--- src/rtl/tick_sched_ctrl.sv ---
// Run-control sequencer for the tick/prescaler path: programmable divisor, continuous or burst runs.
// Optional freeze input is compiled in with TICK_SCHED_PAUSE_EN.
module tick_sched_ctrl #(
  parameter int CNT_W       = 26,
  parameter int DEFAULT_DIV = 24999999,
  parameter int BURST_W     = 8
) (
  input  logic               clk,
  input  logic               reset_button,
  input  logic               cfg_valid,
  input  logic [CNT_W-1:0]   cfg_div,
  output logic               cfg_ready,
  input  logic               cmd_start,
  input  logic               cmd_burst,
  input  logic [BURST_W-1:0] burst_len,
  input  logic               cmd_stop,
`ifdef TICK_SCHED_PAUSE_EN
  input  logic               pause,
`endif
  output logic               tick,
  output logic               clk_out,
  output logic               busy,
  output logic               done,
  output logic [BURST_W-1:0] tick_count
);

  typedef enum logic [1:0] {
    S_IDLE  = 2'd0,
    S_RUN   = 2'd1,
    S_BURST = 2'd2
  } state_e;

  state_e             state_q, state_d;
  logic [CNT_W-1:0]   ctr_q, ctr_d;
  logic [CNT_W-1:0]   div_q, div_d;
  logic [BURST_W-1:0] remain_q, remain_d;
  logic [BURST_W-1:0] tcnt_q, tcnt_d;
  logic               tick_q, tick_d;
  logic               clk_out_q, clk_out_d;
  logic               done_q, done_d;

  logic frozen;
  logic term;
  logic cfg_accept;

`ifdef TICK_SCHED_PAUSE_EN
  assign frozen = pause;
`else
  assign frozen = 1'b0;
`endif

  assign term       = (ctr_q == div_q);
  assign cfg_ready  = (state_q == S_IDLE);
  assign busy       = (state_q != S_IDLE);
  assign cfg_accept = cfg_valid && cfg_ready;

  always_comb begin
    state_d   = state_q;
    ctr_d     = ctr_q;
    div_d     = div_q;
    remain_d  = remain_q;
    tcnt_d    = tcnt_q;
    clk_out_d = clk_out_q;
    tick_d    = 1'b0;
    done_d    = 1'b0;

    case (state_q)
      S_IDLE: begin
        // A divisor accepted together with a command is already in div_q when counting begins.
        if (cfg_accept) begin
          div_d = cfg_div;
        end
        if (cmd_stop) begin
          state_d = S_IDLE;
        end else if (cmd_start) begin
          state_d = S_RUN;
          ctr_d   = '0;
          tcnt_d  = '0;
        end else if (cmd_burst) begin
          tcnt_d = '0;
          if (burst_len != '0) begin
            state_d  = S_BURST;
            remain_d = burst_len;
            ctr_d    = '0;
          end else begin
            done_d = 1'b1;
          end
        end
      end

      S_RUN, S_BURST: begin
        if (cmd_stop) begin
          // Stop wins over a coincident terminal count: no tick, no count.
          state_d   = S_IDLE;
          ctr_d     = '0;
          clk_out_d = 1'b0;
        end else if (!frozen) begin
          if (term) begin
            ctr_d     = '0;
            tick_d    = 1'b1;
            clk_out_d = ~clk_out_q;
            tcnt_d    = tcnt_q + BURST_W'(1);
            if (state_q == S_BURST) begin
              remain_d = remain_q - BURST_W'(1);
              if (remain_q == BURST_W'(1)) begin
                state_d = S_IDLE;
                done_d  = 1'b1;
              end
            end
          end else begin
            ctr_d = ctr_q + CNT_W'(1);
          end
        end
      end

      default: begin
        state_d = S_IDLE;
        ctr_d   = '0;
      end
    endcase
  end

  always_ff @(posedge clk) begin
    if (reset_button) begin
      state_q   <= S_IDLE;
      ctr_q     <= '0;
      div_q     <= CNT_W'(DEFAULT_DIV);
      remain_q  <= '0;
      tcnt_q    <= '0;
      tick_q    <= 1'b0;
      clk_out_q <= 1'b0;
      done_q    <= 1'b0;
    end else begin
      state_q   <= state_d;
      ctr_q     <= ctr_d;
      div_q     <= div_d;
      remain_q  <= remain_d;
      tcnt_q    <= tcnt_d;
      tick_q    <= tick_d;
      clk_out_q <= clk_out_d;
      done_q    <= done_d;
    end
  end

  assign tick       = tick_q;
  assign clk_out    = clk_out_q;
  assign done       = done_q;
  assign tick_count = tcnt_q;

`ifndef SYNTHESIS
  // done is only ever raised on the edge that lands in IDLE.
  a_done_idle: assert property (@(posedge clk) disable iff (reset_button) done |-> !busy);
`endif

endmodule

--- config.mk ---
export PLATFORM = sky130hd
export DESIGN_NAME = tick_sched_ctrl
export DESIGN_NICKNAME = d
export VERILOG_FILES = /design/src/rtl/tick_sched_ctrl.sv
export SDC_FILE = /design/constraint.sdc
export NUM_CORES = 1
export LEC_CHECK = 0
export ABC_AREA = 1
export BUFFER_PORTS_ARGS = -buffer_cell sky130_fd_sc_hd__clkbuf_2
export CAP_MARGIN = 20
export CORE_MARGIN = 8
export CORE_UTILIZATION = 53
export CTS_CLUSTER_DIAMETER = 60
export DETAILED_ROUTE_END_ITERATION = 8
export PLACE_DENSITY = 0.84
export SLEW_MARGIN = 20
export SYNTH_ARGS = -nofsm -noshare
export SYNTH_HDL_FRONTEND = slang
export SYNTH_SLANG_ARGS = --single-unit
--- constraint.sdc ---
create_clock -name clk -period 1.85 [get_ports clk]
set_clock_uncertainty 0.15 [all_clocks]
set_input_delay 0 -clock clk [delete_from_list [all_inputs] [get_ports clk]]
set_output_delay 0 -clock clk [all_outputs]
set_load 0.01 [all_outputs]
# Yosys cells after proc, flatten, opt, wreduce, memory -nomap -nowiden

Cells that the tools add are included.

Output and inout port bits: 13
Register bits after elaboration: 73

Reduce and logical (&&, ||, !) cells: 14
Bitwise logic cells: 2
Multiplexer cells: 42
Add/subtract/negate cells: 3
Eq/ne operators: 18

Operators by type and width:

| operator                                            | count |
|---|---|
| two-way mux 26 bit                                  | 6 |
| two-way mux 8 bit                                   | 12 |
| case mux 26 bit (2 select lines)                    | 1 |
| case mux 8 bit (2 select lines)                     | 2 |
| adder 26 x 1 -> 26 bit, second input constant       | 1 |
| equality test 26 bit                                | 1 |
| two-way mux 2 bit                                   | 8 |
| two-way mux 1 bit                                   | 11 |
| != test 2 bit, second input constant                | 5 |
| AND reduction 5 bit                                 | 2 |
| != test 3 bit, second input constant                | 3 |
| adder 8 x 1 -> 8 bit, second input constant         | 1 |
| equality test 8 x 1 -> 1 bit, second input constant | 1 |
| != test 4 x 1 -> 1 bit, second input constant       | 2 |
| AND reduction 8 bit                                 | 1 |
| nonzero test 8 bit                                  | 1 |
| subtractor 8 x 1 -> 8 bit, second input constant    | 1 |
| != test 3 x 1 -> 1 bit, second input constant       | 2 |
| nonzero test 2 bit                                  | 3 |
| != test 2 x 1 -> 1 bit, second input constant       | 2 |
| case mux 2 bit (2 select lines)                     | 1 |
| AND reduction 2 bit                                 | 2 |
| AND reduction 3 bit                                 | 1 |
| OR reduction 3 bit                                  | 1 |
| 7 further kinds                                     | 8 |

# Longest topological paths before layout

Gate-level depths: netlist (run 1).

Depth after elaboration: 6
Gate-level depth with buffers: 13

# Least setup slack after synthesis (run 1)

OpenSTA, ideal clock, no wires.

Kind: register to register
From: reg state_q[0]
To: reg ctr_q[19]
Library setup time: 114 ps
Data arrival time: 1,704 ps
Stages on the path, launching flop included: 12
Slack: -119 ps
Path through: dfxtp_1 inv_1 ha_1 nand2_1 nor2_1 a21oi_1 nand2_2 nor2_4 nand2_2 nor2_1 xor2_1 nor2_1

Longest elaborated chain between the ends: 3
Elaborated cells between the ends (all ways): 9

Ends and longest elaborated chain:

| item                                                                            | line | text |
|---|---|---|
| start, declared                                                                 | 33   | `state_e state_q, state_d;` |
| start signal, assigned                                                          | 134  | `state_q <= state_d;` |
| zero test 2 bit *                                                               | n/a  |  |
| net cfg_ready                                                                   | 12   | `output logic cfg_ready,` |
| != test 3 x 1 -> 1 bit (no source line) / != test 2 bit (equally long branches) | n/a  |  |
| AND reduction 3 bit (no source line)                                            | n/a  |  |
| end signal, assigned                                                            | 135  | `ctr_q <= ctr_d;` |
| end, declared                                                                   | 34   | `logic [CNT_W-1:0] ctr_q, ctr_d;` |

The timed path passes the listed nets; every way through them passes the cells marked *.
A chain may end at the register's enable or synchronous reset.

# Final worst setup path (run 1)

From: reg ctr_q[12]
To: reg ctr_q[25]

Longest elaborated chain between the ends: 4
Elaborated cells between the ends (all ways): 5

Ends and longest elaborated chain:

| item                                                                  | line    | text |
|---|---|---|
| adder 26 x 1 -> 26 bit / equality test 26 bit (equally long branches) | 111, 52 |  |
| two-way mux 26 bit *                                                  | 98      | `if (term) begin` |
| two-way mux 26 bit *                                                  | 92      | `if (cmd_stop) begin` |
| case mux 26 bit (2 select lines) *                                    | 67      | `case (state_q)` |

Every way passes the cells marked *; elsewhere a longest branch is shown, timed or not.

==> results of run 1 <==
-- repair_timing --
item | in CTS | in global routing
hold buffers | 38 | 0
setup buffers | 7 | 10
pin swaps | 9 | 58
endpoints found under the setup margin | 47 | 47
endpoints found under the hold margin | 42 | 0
resized for setup | 28 | 173
gates cloned | 0 | 4
-- where the power goes --
part           leakage, uW  internal [uW]  switching [uW]  total (uW)
Sequential        0.000609           1740             168        1910
Combinational      0.00232            962            1300        2260
Clock            0.0000974            659             622        1280
Total              0.00303           3360            2090        5450
-- cell type report --
type	count	area, sq um
clock inverter	3	40.0
tap	102	128
timing repair buffer	214	1690
sequential	73	1520
fill	357	971
multi-input combinational	492	2910
antenna	2	5.00
clock buffer	13	149
inverter	83	317
-- per-layer routing --
layer	GRT usage	vias up	wire length, microns
met5	0	-	0
met4	0.166	0	1770
met3	0.0516	195	1810
met2	0.452	454	8910
met1	0.287	2644	6630
li1	-	2524	-
-- path summary, 6_finish.rpt --
check / endpoint / slack [ns] / depth (start not counted)
setup / recovery: ctr_q[25] / -0.24 / 9
hold / removal: div_q[25] / 0.09 / 4
setup reg to reg: ctr_q[25] / -0.24 / 9
hold reg to reg: remain_q[5] / 0.34 / 2
-- stage by stage --
stage | setup WS (ns) | total power, uW | util
after floorplan | 0.00573 | 2890 | -
after global placement | -0.121 | 3480 | 0.688
after detailed placement | -0.155 | 3550 | 0.688
after CTS | -0.00404 | 4900 | 0.778
after global routing | -0.429 | 5700 | 0.874
final | -0.238 | 5450 | 0.874
-- worst max-delay path, cell delays in order, from the launching register on --
cell	delay, ns
dfxtp_1	0.43
buf_4	0.17
nand2_1	0.13
nor2_2	0.20
nand2_1	0.09
nor3_2	0.45
nand2_1	0.11
nand2_1	0.09
nand2_1	0.06
nor2_1	0.13
-- placed cells by master (no fill, tap or decap), drive strengths merged, types with 9 or more instances in the layout --
| master | instances |
|---|---|
| dlygate4sd3 | 38 |
| xor2 | 18 |
| nand3 | 50 |
| nand2 | 204 |
| o21ai | 23 |
| clkbuf | 68 |
| inv | 82 |
| nor2 | 103 |
| nor3 | 16 |
| buf | 121 |
| a21oi | 34 |
| nand4 | 9 |
| o211ai | 13 |
| dfxtp | 73 |
-- sequential cells by signal, summed over array words and instances, names as in the netlist --
register / cells
clk_out: 1
tick: 1
div_q: 26
ctr_q: 26
state_q: 2
done: 1
tick_count: 8
remain_q: 8
-- cells by family after synthesis --
group,count (synthesis),share of synthesized area
flops,73,0.348
buf+inv,101,0.0961
fa+ha+maj,8,0.0238
mux,1,0.00238
compound gates,74,0.0985
simple gates,384,0.380
xor+xnor,25,0.0521
==> results.toml, run 1 <==
[outcome]
status = "finished, violations left"
violations = "setup timing"

[hold_path]
hold_class = "in2reg"
min_from = "cfg_valid"

[layout]
stdcell_count = 982
drive_gt1_frac = 0.411
finalInstanceArea_sq_um = 6760
final_nets = 921
area_growth_pct = 60.7

[synthesis]
synthesis.area_sq_um = 4210
synth_edf_count = 0
synth_common_cells = "196 x nand2_1, 101 x nor2_1, 73 x dfxtp_1, 73 x inv_1, 49 x nand3_1"
ys.flop_type = "dfxtp_1"
async_reset_ff_frac = 0
synth_top_area_share = 0.348
yosysTopAreaCell = "dfxtp_1"
ys_ff_latch = 73
yosys-top-cells-area = "dfxtp_1 35%, nand2_1 17%, nor2_1 9.0%"
yosysMostFrequentCell = "nand2_1"
syn_area_per_cell_sq_um = 6.31
ys_warn_count = 0
syn_inst = 666
ys_seq_area_frac = 0.348
syn_nets = 714
ys_types = 30

[pwr]
irDropWorstVdd_v = 0.000577
p_leak_uw = 0.00303
p_per_area_nw_per_um2 = 807

[worst_setup_path]
arrival_ns = 2.22
timing.rr.start = "ctr_q[12]"
startpoint = "ctr_q[12]"
crit_type = "reg2reg"
critPathCaptureType = "flop"
cp-start-kind = "flop"
crit_required_ns = 1.98
cp_max_fo = 4

[clock_tree]
clk_pin_slew_ns = 0.08
cts_root_buf = "clkbuf_8"
htreeDepth = 3
clk_path_buf_depth = 2
clkLatencyLatePin_ns = 0.36
cts_sinks = 73
cts_made_buffers = 9
cts_tree = "built"

[global_routing]
grt_pass1_wl_microns = 24000
grt_max_degree = 40
globalRouteTotalUtil = 0.261
first_global_vias = 5253
antenna_found_initial = 1
grt_overflow_total = 0

[placement]
dp_hpwl_microns = 9730
placed_cell_area_sq_um = 5320
io_buffers = 52
gp_congestion = 0.965
dpl.cell_count = 905

[timing]
fin_crit_sh = 1.13
hold_ws_ns = 0.0949
finalSetupViolCount = 45
fin_tns_setup_ns = -6.77
slew-limit-headroom = 0.646
maxSlewViolCount = 0
period_minus_slack_ns = 2.09
fin_ws_ns = -0.238
hold_violations = 0
fmax_mhz = 479
tightest_slew_ns = 0.526
rsz0062_at_grt = "yes"

[die]
rows = 32
die_x_microns = 105
dieArea_sq_um = 11000
core_area_sq_um = 7730
pin_count = 53
die_h_microns = 105
start_util = 0.544

[job]
drv_cap = 0

[drt]
vias = 5817
drt-initial-drc-count = 580
wl_per_cell_microns = 19.5
drc_errors = 0
drt_first_pass_iters = 6
totalWireLength_microns = 19100
antenna_left = 0
viasPerCell = 5.92
No activity file was read; power rests on OpenSTA's default activity.
==> inputs of run 2 (changes only) <==
SETUP_SLACK_MARGIN = 0.5   (was default)
==> run 2 against run 1 <==
Compared with the run above: the run now fails in 5_1_grt; area after synthesis did not move; synthesized cell count unchanged.
==> results.toml, run 2 <==
[synthesis]
ys_ff_latch = 73
async_reset_ff_frac = 0
syn_nets = 714
synthesis.area_sq_um = 4210
yosysTopAreaCell = "dfxtp_1"
ys_types = 30
synth_common_cells = "196 x nand2_1, 101 x nor2_1, 73 x dfxtp_1, 73 x inv_1, 49 x nand3_1"
ys_warn_count = 0
yosys-top-cells-area = "dfxtp_1 35%, nand2_1 17%, nor2_1 9.0%"
synth_top_area_share = 0.348
syn_area_per_cell_sq_um = 6.31
synth_edf_count = 0
syn_inst = 666
ys_seq_area_frac = 0.348
ys.flop_type = "dfxtp_1"
yosysMostFrequentCell = "nand2_1"

[clock_tree]
cts_sinks = 73
clk_path_buf_depth = 2
cts_root_buf = "clkbuf_8"
cts_made_buffers = 9
htreeDepth = 3

[die]
start_util = 0.544
pin_count = 53
rows = 32
die_h_microns = 105
die_x_microns = 105

[outcome]
error = "[ERROR DPL-0038] Utilization greater than 100%, impossible to legalize"
status = "did not finish"
stop_stage = "5_1_grt"

[placement]
dpl_worst_slack_ns = -0.0950
io_buffers = 52
gp_congestion = 0.944
dp_hpwl_microns = 9790

[timing]
endpoint_type = "register input"
worst_endpoint = "ctr_q[20]$_SDFFE_PP0P_/D"

[global_routing]
grt_max_degree = 26
[run 2: cells by family after synthesis]
| logic type | share of synthesized area |
|---|---|
| AND/OR/NAND/NOR | 0.380 |
| buffers and inverters | 0.0961 |
| AO/OA/AOI/OAI | 0.0985 |
| flip-flops | 0.348 |
| XOR/XNOR | 0.0521 |
| adder cells (fa/ha/maj) | 0.0238 |
| multiplexers | 0.00238 |
[run 2: timing repair]
item	CTS
gates cloned	6
hold buffers	40
pin swaps	60
endpoints found under the setup margin	74
buffers inserted	29
hold endpoints to repair	43
gates resized for setup	181
[run 2: metrics by stage]
step | area (sq um) | hold WS [ns] | cells | utilization
after floorplan | 4330 | -0.0809 | 666 | -
after detailed placement | 5310 | 0.0577 | 893 | 0.687
after global placement | 5310 | 0.0500 | 893 | 0.687
after CTS | 6950 | 0.0293 | 984 | 0.899
==> inputs of run 3 (changes only) <==
CORE_UTILIZATION = 40   (was 53)
CTS_CLUSTER_DIAMETER = default   (was 60)
PLACE_DENSITY = default   (was 0.84)
PLACE_DENSITY_LB_ADDON = 0.15   (was default)
SETUP_SLACK_MARGIN = default   (was 0.5)
clock period = 2.4 ns   (was 1.85 ns; I/O delays follow)
==> run 3 against run 2 <==
Compared with the run above: the run now ends clean.
==> results.toml, run 3 (synthesis results as in run 1) <==
[drt]
vias = 4471
totalWireLength_microns = 12600
drt-initial-drc-count = 317
drt_first_pass_iters = 5
viasPerCell = 4.89
antenna_left = 0
wl_per_cell_microns = 13.8
drc_errors = 0

[placement]
gp_congestion = 0.975
io_buffers = 52
dpl_worst_slack_ns = 0.134
dp_hpwl_microns = 9660

[pwr]
clkPwrFrac = 0.299
swShare = 0.348
internal-power_uw = 2430
irDropWorstVdd_v = 0.000470
p_leak_uw = 0.00237
switchingPower_uw = 1300
p_per_area_nw_per_um2 = 697
combPwrFrac = 0.314
pwr-share-seq = 0.387

[clock_tree]
cts_made_buffers = 9
cts_sinks = 73
clkLatencyLatePin_ns = 0.36
clk_pin_slew_ns = 0.08
clk_path_buf_depth = 2
htreeDepth = 3
cts_root_buf = "clkbuf_8"
cts_tree = "built"

[timing]
fin_tns_setup_ns = 0
tightest_slew_ns = 0.923
hold_ws_ns = 0.0188
slew-limit-headroom = 0.384
hold_violations = 0
maxSlewViolCount = 0
period_minus_slack_ns = 2.22
finalSetupViolCount = 0
rsz0062_at_grt = "no"
fin_ws_ns = 0.184
fmax_mhz = 451
fin_crit_sh = 0.923

[job]
drv_cap = 0

[layout]
nFillCells = 1065
drive_gt1_frac = 0.150
final_nets = 821
top_regs = "ctr_q: 26 flops, div_q: 26 flops"
area_growth_pct = 27.5
antenna_cells = 0
mostFrequentLayoutCells = "196 x nand2_1, 99 x nor2_1, 73 x inv_1, 73 x dfxtp_1, 52 x clkbuf_2"
final_common_cell = "nand2_1"

[hold_path]
min_to = "div_q[8]"
holdPathStages = 4
min_from = "cfg_valid"
hold_class = "in2reg"

[worst_setup_path]
crit_type = "reg2reg"
crit_required_ns = 2.51
worst_r2r_endpoint = "ctr_q[19]"
crit_chain = "inv_1 > ha_1 > nand2_1 > nor2_1 > a21oi_1 > nand2_2 > nor2_4 > nand2_2 > nor2_2 > xor2_1 > nor2_1"
reg2reg_slack_ns = 0.18
cp_max_fo = 7
critPathCaptureType = "flop"
timing.rr.start = "state_q[0]"
cp_slowest_cell = "dfxtp_1"
cp-start-kind = "flop"
cpPeakStageDelay_ns = 0.40
reg2regPathDepth = 11
arrival_ns = 2.33

[die]
pin_count = 53
die_h_microns = 119
start_util = 0.409
dieArea_sq_um = 14100
rows = 37
die_x_microns = 119
core_area_sq_um = 10300

[global_routing]
grt_max_degree = 33
grt_pass1_wl_microns = 20900
grt_overflow_total = 0
antenna_found_initial = 0
first_global_vias = 4303
globalRouteTotalUtil = 0.182

[outcome]
status = "finished clean"
==> run 3: critical path: cells and delay by family, from the launching register on <==
family	cells	cell delay [ns]
buffers and inverters	1	0.08
DFF	1	0.40
adders and majority gates	1	0.26
AOI/OAI and AO/OA	1	0.18
and+or+nand+nor	7	0.85
xor gates and xnor gates	1	0.18
==> run 3: layout make-up <==
class / count / area, sq um / area share
flip-flops and latches: 73 / 1460 / 0.273
multi-input cells: 492 / 2350 / 0.438
inverters: 83 / 314 / 0.0586
well taps: 136 / 170 / 0.0317
clock inverters: 5 / 77.6 / 0.0145
clock buffers: 11 / 151 / 0.0282
repair buffers: 114 / 836 / 0.156
==> run 3: worst max-delay path by stage <==
stage | endpoint | startpoint | slack, ns
CTS | ctr_q[19] | state_q[0] | 0.11
global route | ctr_q[24] | state_q[0] | 0.003
floorplan | ctr_q[19] | state_q[0] | 0.43
finish | ctr_q[19] | state_q[0] | 0.18
global placement | ctr_q[19] | state_q[0] | 0.13
detailed placement | ctr_q[19] | state_q[0] | 0.13
==> run 3: through the flow <==
stage / util / total power, uW / cells / area [sq um]
after floorplan: - / 2230 / 666 / 4210
after global placement: 0.458 / 2570 / 856 / 4710
after detailed placement: 0.458 / 2590 / 856 / 4710
after CTS: 0.518 / 3750 / 911 / 5330
after global routing: 0.522 / 3990 / 914 / 5360
final: 0.522 / 3740 / 914 / 5360
==> run 3: power by group through the flow <==
stage	clock network [uW]	registers, uW	logic (uW)
4_1_cts	1140	1450	1160
5_1_grt	1200	1460	1330
6_report	1120	1450	1170
3_5_place_dp	0	1470	1110
2_1_floorplan	0	1450	772
3_3_place_gp	0	1470	1100
==> run 3: repair_timing <==
item | in CTS | in global routing
setup endpoints to repair | 0 | 6
setup buffers | 0 | 3
resized for setup | 0 | 5
hold buffers | 39 | 0
hold endpoints to repair | 43 | 0
==> run 3: routing by layer <==
metal  GRT usage  share of wire  up-vias
li1            -              -     2315
met1       0.234           0.47     2019
met2       0.296           0.45      123
met3      0.0433          0.056       14
met4      0.0553          0.016        0
met5           0              0        -
==> inputs of run 4 (changes only) <==
==> constraint.sdc (replaced) <==
create_clock -name clk -period 2.15 [get_ports clk]
set_clock_uncertainty 0.15 [all_clocks]
set_input_delay 0.1075 -clock clk [delete_from_list [all_inputs] [get_ports clk]]
set_output_delay 0.1075 -clock clk [all_outputs]
set_load 0.01 [all_outputs]
==> run 4 against run 3 <==
Compared with the run above: worst setup slack worse by 0.12 ns; wire length down 0.48%; final cell count rose by 0.88%; non-clock buffer count increased by 8; maximum frequency rose by 6.5%; combinational power grew 20%; global-route usage fell by 0.12 points; sequential share of layout area shrank 0.66 points; core utilization rose by 1.6 points; critical endpoint is now ctr_q[8]; die area is the same; sequential power increased by 11%.
==> results.toml, run 4 (synthesis results as in run 1) <==
[clock_tree]
htreeDepth = 3
clk_path_buf_depth = 2
cts_made_buffers = 9
cts_root_buf = "clkbuf_8"
cts_tree = "built"
clkLatencyLatePin_ns = 0.36
clk_pin_slew_ns = 0.08
cts_sinks = 73

[die]
die_x_microns = 119
die_h_microns = 119
core_area_sq_um = 10300
start_util = 0.409
pin_count = 53
rows = 37
dieArea_sq_um = 14100

[global_routing]
first_global_vias = 4259
grt_overflow_total = 0
grt_max_degree = 33
globalRouteTotalUtil = 0.181
grt_pass1_wl_microns = 20700
antenna_found_initial = 0

[pwr]
irDropWorstVdd_v = 0.000439
p_per_area_nw_per_um2 = 814
p_leak_uw = 0.00247
finalPower_uw = 4500

[timing]
tightest_slew_ns = 0.388
finalSetupViolCount = 0
hold_violations = 0
maxSlewViolCount = 0
slew-limit-headroom = 0.739
fin_crit_sh = 0.968
period_minus_slack_ns = 2.08
fmax_mhz = 480

[layout]
antenna_cells = 0
multi_input_area_sq_um = 2360
mostFrequentLayoutCells = "196 x nand2_1, 97 x nor2_1, 72 x inv_1"
final_common_cell = "nand2_1"
nFillCells = 1076
area_growth_pct = 31.4
drive_gt1_frac = 0.173
finalInstanceArea_sq_um = 5530
ff_latch_area_sq_um = 1470
final_nets = 829
top_regs = "ctr_q: 26 flops, div_q: 26 flops"

[placement]
gp_congestion = 0.926
io_buffers = 52
dp_hpwl_microns = 9440
placed_cell_area_sq_um = 4810

[outcome]
status = "finished clean"

[worst_setup_path]
crit_required_ns = 2.25
critical_path.endpoint = "ctr_q[8]"
worst_r2r_endpoint = "ctr_q[8]"
critPathCaptureType = "flop"
timing.rr.start = "state_q[1]"
arrival_ns = 2.19
reg2reg_slack_ns = 0.07
cp-start-kind = "flop"
startpoint = "state_q[1]"
crit_type = "reg2reg"
reg2regPathDepth = 11
cp_max_fo = 7

[drt]
antenna_left = 0
totalWireLength_microns = 12500
drc_errors = 0
viasPerCell = 4.86
drt-initial-drc-count = 305
wl_per_cell_microns = 13.6
drt_first_pass_iters = 5
vias = 4477

[hold_path]
hold_class = "in2reg"

[job]
drv_cap = 0
[run 4: how the worst min path moves through the flow]
stage | start | endpoint | depth (start not counted)
2_1_floorplan | reset_button | tick_count[0] | 1
3_3_place_gp | cfg_div[4] | div_q[4] | 3
3_5_place_dp | cfg_div[11] | div_q[11] | 3
4_1_cts | burst_len[0] | remain_q[0] | 5
5_1_grt | burst_len[0] | remain_q[0] | 5
6_report | burst_len[1] | remain_q[1] | 5
[run 4: critical path, stage by stage, from the launching register on]
cell,delay [ns]
dfxtp_2,0.36
inv_1,0.06
ha_1,0.25
nand2_1,0.11
nor2_1,0.05
a21oi_2,0.13
nand2_2,0.18
buf_4,0.19
nor2_1,0.17
nand2_1,0.10
xor2_1,0.15
nor2_1,0.06
[run 4: report_power, final]
part	internal (uW)	leakage (uW)	switching, uW
Clock	950	0.000140	538
Combinational	585	0.00173	817
Sequential	1500	0.000600	115
[run 4: cell type report]
type / instances / share of cell area
flip-flops and latches: 73 / 0.266
clock buffers: 11 / 0.0274
well taps: 136 / 0.0308
clock inverters: 5 / 0.0226
inverters: 83 / 0.0568
repair buffers: 122 / 0.168
multi-input cells: 492 / 0.428
[run 4: routing by layer]
layer / GRT usage / wire length [microns]
met1: 0.232 / 5960
met3: 0.0390 / 628
met5: 0 / 0
met4: 0.0553 / 145
met2: 0.297 / 5790
[run 4: stage by stage]
step | setup slack (ns) | instances | TNS [ns] | hold slack (ns) | util
6_report | 0.0686 | 922 | 0 | 0.0306 | 0.538
5_1_grt | -0.0661 | 922 | -0.151 | 0.0645 | 0.538
4_1_cts | 0.00761 | 919 | 0 | 0.00911 | 0.532
3_5_place_dp | 0.0372 | 865 | 0 | 0.167 | 0.468
3_3_place_gp | 0.107 | 865 | 0 | 0.156 | 0.468
2_1_floorplan | 0.181 | 666 | 0 | 0.0266 | -
[run 4: what timing repair did]
item / 4_1_cts / 5_1_grt
resized for setup: 0 / 17
buffers inserted: 0 / 3
setup endpoints to repair: 0 / 32
hold buffers: 38 / 0
endpoints found under the hold margin: 41 / 0
